**src/rtl/seg_pkg.sv**
```systemverilog
// seg_pkg: shared seven-segment constants, decode table and display buffer type
package seg_pkg;
    localparam int NUM_DIGITS = 4;
    localparam logic [3:0] AN_OFF = 4'hF;
    localparam logic [6:0] SEG_OFF = 7'h7F;
    // Active-low gfedcba patterns, indexed by hex value
    localparam logic [6:0] SEG_TABLE [16] = '{
        7'h40, 7'h79, 7'h24, 7'h30, 7'h19, 7'h12, 7'h02, 7'h78,
        7'h00, 7'h10, 7'h08, 7'h03, 7'h46, 7'h21, 7'h06, 7'h0E
    };
    typedef enum logic {PH_BLANK, PH_SHOW} phase_e;
    typedef struct packed {
        logic [15:0] digits;
        logic [3:0]  dp;
        logic [3:0]  en;
    } disp_buf_t;
endpackage

```
**src/rtl/hex_to_7seg.sv**
```systemverilog
// hex_to_7seg: combinational hex nibble to active-low seven-segment pattern
module hex_to_7seg
    import seg_pkg::*;
(
    input  logic [3:0] nibble_i,
    output logic [6:0] seg_o
);
    assign seg_o = SEG_TABLE[nibble_i];
endmodule

```
**src/rtl/seg_scan_ctrl.sv**
```systemverilog
// seg_scan_ctrl: 4-digit seven-segment scan controller with frame-aligned double buffering
module seg_scan_ctrl
    import seg_pkg::*;
#(
    parameter int TICK_DIV  = 100000,
    parameter int BLANK_CYC = 1000
) (
    input  logic        clk_in,
    input  logic        reset,
    input  logic        load,
    input  logic [15:0] digits,
    input  logic [3:0]  dp_in,
    input  logic [3:0]  digit_en,
    output logic [3:0]  an,
    output logic [6:0]  seg,
    output logic        dp,
    output logic        load_ack,
    output logic        frame_done
);
    localparam int CW = $clog2(TICK_DIV);

    disp_buf_t     act_q, pend_q, in_buf;
    logic          pend_valid_q;
    logic [CW-1:0] cnt_q, cnt_d;
    logic [1:0]    dig_q, dig_d;
    logic [3:0]    an_q, an_d;
    logic [6:0]    seg_q, seg_d, seg_w;
    logic          dp_q, dp_d, load_ack_q, frame_done_q;
    logic          last_slot, commit, show;
    phase_e        phase;

    assign in_buf = {digits, dp_in, digit_en};

    hex_to_7seg u_dec (
        .nibble_i(act_q.digits[{dig_q, 2'b00} +: 4]),
        .seg_o   (seg_w)
    );

    always_comb begin
        phase     = cnt_q < CW'(BLANK_CYC) ? PH_BLANK : PH_SHOW;
        show      = phase == PH_SHOW && act_q.en[dig_q];
        last_slot = cnt_q == CW'(TICK_DIV - 1);
        commit    = last_slot && dig_q == 2'(NUM_DIGITS - 1);
        cnt_d     = last_slot ? '0 : cnt_q + 1'b1;
        dig_d     = last_slot ? dig_q + 1'b1 : dig_q;
        an_d      = show ? ~(4'b0001 << dig_q) : AN_OFF;
        seg_d     = show ? seg_w : SEG_OFF;
        dp_d      = show ? ~act_q.dp[dig_q] : 1'b1;
    end

    always_ff @(posedge clk_in) begin
        if (!reset) begin
            cnt_q        <= '0;
            dig_q        <= '0;
            act_q        <= '0;
            pend_q       <= '0;
            pend_valid_q <= 1'b0;
            an_q         <= AN_OFF;
            seg_q        <= SEG_OFF;
            dp_q         <= 1'b1;
            load_ack_q   <= 1'b0;
            frame_done_q <= 1'b0;
        end else begin
            cnt_q        <= cnt_d;
            dig_q        <= dig_d;
            an_q         <= an_d;
            seg_q        <= seg_d;
            dp_q         <= dp_d;
            frame_done_q <= commit;
            load_ack_q   <= commit && pend_valid_q;
            if (commit && pend_valid_q)
                act_q <= pend_q;
            // A load in the commit cycle stays pending for the following frame
            if (load) begin
                pend_q       <= in_buf;
                pend_valid_q <= 1'b1;
            end else if (commit) begin
                pend_valid_q <= 1'b0;
            end
        end
    end

    assign an         = an_q;
    assign seg        = seg_q;
    assign dp         = dp_q;
    assign load_ack   = load_ack_q;
    assign frame_done = frame_done_q;
endmodule

```
**config.mk**
```make
export PLATFORM = sky130hd
export DESIGN_NAME = seg_scan_ctrl
export DESIGN_NICKNAME = d
export VERILOG_FILES = /design/src/rtl/seg_pkg.sv /design/src/rtl/hex_to_7seg.sv /design/src/rtl/seg_scan_ctrl.sv
export SDC_FILE = /design/constraint.sdc
export NUM_CORES = 1
export LEC_CHECK = 0
export BUFFER_PORTS_ARGS = -buffer_cell sky130_fd_sc_hd__buf_2
export CAP_MARGIN = 30
export CORE_MARGIN = 2
export CORE_UTILIZATION = 35
export CTS_CLUSTER_DIAMETER = 30
export CTS_CLUSTER_SIZE = 12
export DETAILED_ROUTE_END_ITERATION = 10
export PLACE_DENSITY = 0.59
export SLEW_MARGIN = 20
export SYNTH_ARGS = -nofsm -noshare
export SYNTH_HDL_FRONTEND = slang
export SYNTH_SLANG_ARGS = --single-unit
```
**constraint.sdc**
```tcl
create_clock -name clk_in -period 2.8 [get_ports clk_in]
set_input_delay 0 -clock clk_in [delete_from_list [all_inputs] [get_ports clk_in]]
set_output_delay 0 -clock clk_in [all_outputs]
set_load 0.1 [all_outputs]
```
* Yosys cells after proc, flatten, opt, wreduce, memory -nomap -nowiden
Memories as Yosys holds them, arrays and structs flattened. A register that Yosys moved wholly into a read port is not among the register bits.
Index checks and enable logic that the tools add are counted.
** Storage, ports and cells
- Register bits :: 75
- Bits in read-only memories :: 112
- Input port bits :: 27
- Output and inout port bits :: 14
- Logic and storage cells :: 40
- Memories :: 1
** Cells by class
- $add $sub $neg :: 2
- $lt $le $gt $ge :: 2
- Equality and inequality tests :: 2
- Shift operators :: 2
- Muxes and demuxes :: 7
- Bitwise gates (word level) :: 4
- Reductions and logical operators :: 7
** Memories
- (name not given) :: depth 16, width 7, rd ports 1, clocked after Yosys merged registers in 1, wr ports 0, line hex_to_7seg.sv:8 : assign seg_o = SEG_TABLE[nibble_i];
** Operators by type and width (number)
- $add 17x1->17 const B :: 1
- $eq 17x17->1 const B :: 1
- $lt 17x10->1 const B :: 1
- $shiftx 16x5->4 :: 1
- $mux 1 :: 5
- $not 4->5 :: 1
- $bmux 1 s2 :: 2
- $not 4->4 :: 1
- $shl 1x2->4 const A :: 1
- $logic_and 1x1->1 :: 3
- $lt 2x3->1 const B :: 1
- $add 2x1->2 const B :: 1
- $eq 2x2->1 const B :: 1
- $not 1->1 :: 2
- $reduce_and 2->1 :: 1
- $reduce_bool 2->1 :: 1
- $reduce_or 2->1 :: 1
- $logic_not 1->1 :: 1

* Depth between registers and ports, before layout
- Depth in word-level cells :: 5
- Mapped depth :: 8
- Mapped depth without buffers :: 7

* By module
A second synthesis with hierarchy kept.
** Unflattened totals
- Cell total of the unflattened synthesis :: 380
- Area, all modules :: 3555.9 um2
** Modules (own cells, without submodules)
- seg_scan_ctrl :: instances 1, cells an instance 345, area each 3308.2 um2, sequential area each 1641.6 um2
- hex_to_7seg :: instances 1, cells an instance 35, area each 247.7 um2, sequential area each 0.0 um2

* Worst setup path after synthesis
Ideal clock, no wire load.
- Path type :: reg-to-reg
- From :: reg dig_q[0]
- To :: reg seg_q[0] (netlist: seg[0])
- Library setup time :: 0.137 ns
- Data arrival time :: 1.834 ns
- Data required time :: 2.663 ns
- Path slack :: 0.829 ns
- Cell stages (with the launch flop) :: 8
- Buffers on the path :: 1
- Clock period less this slack :: 1.971 ns
- Cell sequence :: dfxtp_1 > buf_2 > mux4_2 > ha_1 > nor3_1 > a311oi_1 > a21oi_1 > o21ai_0
** On the way
- Cells in the longest elaborated chain, start to end :: 5
- Elaborated cells on any way between the ends :: 7
- Those cells by class :: shift (1); mux (2); bitwise (1); reduce/logical (3)
** Ends and longest elaborated chain
- start, declared :: line seg_scan_ctrl.sv:25 : logic [1:0] dig_q, dig_d;
- start signal, assigned :: line seg_scan_ctrl.sv:65 : dig_q <= dig_d;
- $bmux 1 s2 :: line seg_scan_ctrl.sv:41 : show = phase == PH_SHOW && act_q.en[dig_q];
- $mux 1 (implied by the code) :: line seg_scan_ctrl.sv:41
- $logic_and 1x1->1 :: line seg_scan_ctrl.sv:41
- $reduce_and 2->1 (no source line)
- $logic_not 1->1 (no source line)
- end, declared :: line seg_scan_ctrl.sv:27 : logic [6:0] seg_q, seg_d, seg_w;
Parallel ways exist; a longest one is shown, timed or not. The select of a mux whose other input is x is not followed.
A chain may end at the register's enable or synchronous reset.

* Worst setup path after layout
- From :: reg dig_q[1]
- To :: reg seg_q[4] (netlist: seg[4])
The elaborated chain is that of the path after synthesis.

==> flow_summary.toml <==
[clock_network]
clk_path_buf_depth = 2
clkLatencyLatePin_ps = 360
clk_pin_slew_ps = 90
clock-sinks = 82
post_cts_buffers = 0
cts_tree = "done"
root_buffer = "clkbuf_8"
numCtsBuffers = 9
htree_levels = 3

[routing]
first_pass_iters = 4
via_per_inst = 4.55
drc = 0
wl_per_cell_um = 11.6
wirelength_um = 6590
drtAntennaViolNets = 0
vias = 2575
drt-initial-drc-count = 72

[sta]
setup_viol = 0
hold_viol = 0
drv_slew = 0
finalSetupTns_ps = 0
tightest_slew_ps = 775
fmax_mhz = 434
rsz0062_at_grt = "false"
finalCritPeriodShare_pct = 82.3
min_period_ps = 2310
fin_ws_ps = 495
finalClockSkew_ps = 12.3
max_slew_margin_pct = 46.9

[yosys]
synth_edf_count = 0
yosys_warnings = 0
async_flop_share_pct = 0
netlist_top_cells_count = "82 x dfxtp_1, 65 x nand2_1, 31 x mux2i_1, 27 x nor2b_1, 23 x nor2_1"
synth_area_per_cell_um2 = 9.88
synth_area_leaders = "dfxtp_1 45%, mux2i_1 8.6%, nand2_1 6.7%"
synth_area_um2 = 3610
synthesis.nets = 404
synthFlopType = "dfxtp_1"
synth_cells = 366
synth.most_common_cell = "dfxtp_1"
yosysTopAreaCell = "dfxtp_1"
ys_types = 39
yosysTopAreaCellShare_pct = 45.4
ys_seq_area_share_pct = 45.4
ys_seq_elements = 82

[grt]
antenna_found_initial = 0
track_usage_pct = 12.8
grt_max_degree = 55
grt_pass1_vias = 2518
grt_first_pass_wirelength_um = 11500
globalRoute.totalOverflow = 0

[finish]
area_growth_pct = 19.9
fillCellCount = 1023
regArea_um2 = 1640
drive_gt1_share_pct = 20.5
multi_input_comb_area_um2 = 1820
nets = 463
antenna_cells = 0

[setup_path]
arrival_ps = 2510
start_kind = "register"
endpoint_kind = "register"
required_ps = 3010
crit_type = "register to register"
cp_max_fo = 14

[pwr]
p_seq_share_pct = 55.1
p_comb_share_pct = 5.3
internal_power_uw = 1680
vdd.ir_drop.worst_v = 0.000186
p_switching_uw = 508
swShare_pct = 23.2
p_clk_share_pct = 39.6
power.density_nw_per_um2 = 505
leakage_uw = 0.00163

[die]
die_area_um2 = 11200
die_y_um = 106
fp-row-count = 37
die_x_um = 106
start_util_pct = 35.5
core_area_um2 = 10200
io_pins = 41

[placement]
pre_cts_ws_ps = 514
gp_congestion = 0.801
dp_hpwl_um = 4570
io_buffers = 40

[hold_path]
hp-class = "input port to register"

[status]
outcome = "completed"

[flow_run]
max_cap_violations = 0
-- final cells by class --
type,count,share of cell area [%]
multi-input combinational,256,42.0
sequential,82,37.9
timing repair buffer,68,10.9
tap,136,3.93
clock buffer,9,2.86
clock inverter,7,1.76
inverter,8,0.693
-- path summary, 6_finish.rpt --
path	startpoint	end	slack, ps	depth (start not counted)
max	dig_q[1]	seg[4]	490	5
min	reset	act_q[3]	220	3
max reg2reg	dig_q[1]	seg[4]	490	5
min reg2reg	act_q[2]	act_q[2]	460	2
-- power by group through the flow --
stage	clock (µW)	combinational [µW]	sequential, µW
floorplan	0	64.7	1230
finish	867	117	1210
detailed placement	0	92.6	1230
global placement	0	90.7	1230
global route	950	129	1210
CTS	902	118	1210
-- layer usage --
metal	share of wire, %	up-vias	GRT usage [%]	wire length [µm]
met3	3.6	14	3.77	237
met4	1.7	0	4.79	114
met5	0	-	0	0
met2	44	41	19.3	2890
li1	-	1350	-	-
met1	51	1170	17.3	3350
-- through the flow --
stage | total power (µW) | utilization (%) | cells | area (µm²) | hold slack, ps
global placement | 1320 | 38.2 | 526 | 3890 | 260
finish | 2190 | 42.6 | 566 | 4330 | 218
floorplan | 1290 | - | 366 | 3610 | 154
CTS | 2230 | 42.6 | 566 | 4330 | 198
global route | 2290 | 42.6 | 566 | 4330 | 232
detailed placement | 1330 | 38.2 | 526 | 3890 | 265
-- logic make-up (layout without fill, tap and decap cells) --
kind of cell	count (synthesis)	after routing	share of synthesized area (%)
AND/OR/NAND/NOR	149	149	20.3
multiplexers	37	37	11.7
XOR/XNOR	18	18	4.36
flip-flops	82	82	45.4
adder cells (fa/ha/maj)	11	11	3.81
AO/OA/AOI/OAI	41	41	10.2
buffers and inverters	28	92	4.19
-- cells in the final DEF, fill, tap and decap left out, types with 4 or more instances in the layout --
master          n
dfxtp_1        82
nand2_1        65
buf_2          40
mux2i_1        31
nor2b_1        27
dlygate4sd3_1  24
nor2_1         23
a21boi_2       20
ha_1           11
xor2_1          9
xnor2_1         9
clkbuf_8        9
inv_1           8
nand3_1         7
nand4_1         5
and3_1          5
mux4_2          4
and2_1          4
a21oi_1         4
a21boi_0        4
buf_4           4
-- worst max-delay path: stages (launching register included) --
cell and delay [ps]:
dfxtp_1 690, inv_1 210, mux2i_1 650, mux2_2 410, nand2_1 60, o311ai_0 130
-- repair_timing --
item,CTS,global route
hold buffers,24,0
endpoints found under the hold margin,24,0
gates resized for setup,0,0
-- sequential cells by signal, indices dropped and copies added, names as in the netlist, 2 cells and up --
name    count
cnt_q      17
pend_q     24
seg         7
dig_q       2
an          4
act_q      24
Power figures use the tool's default switching activity.
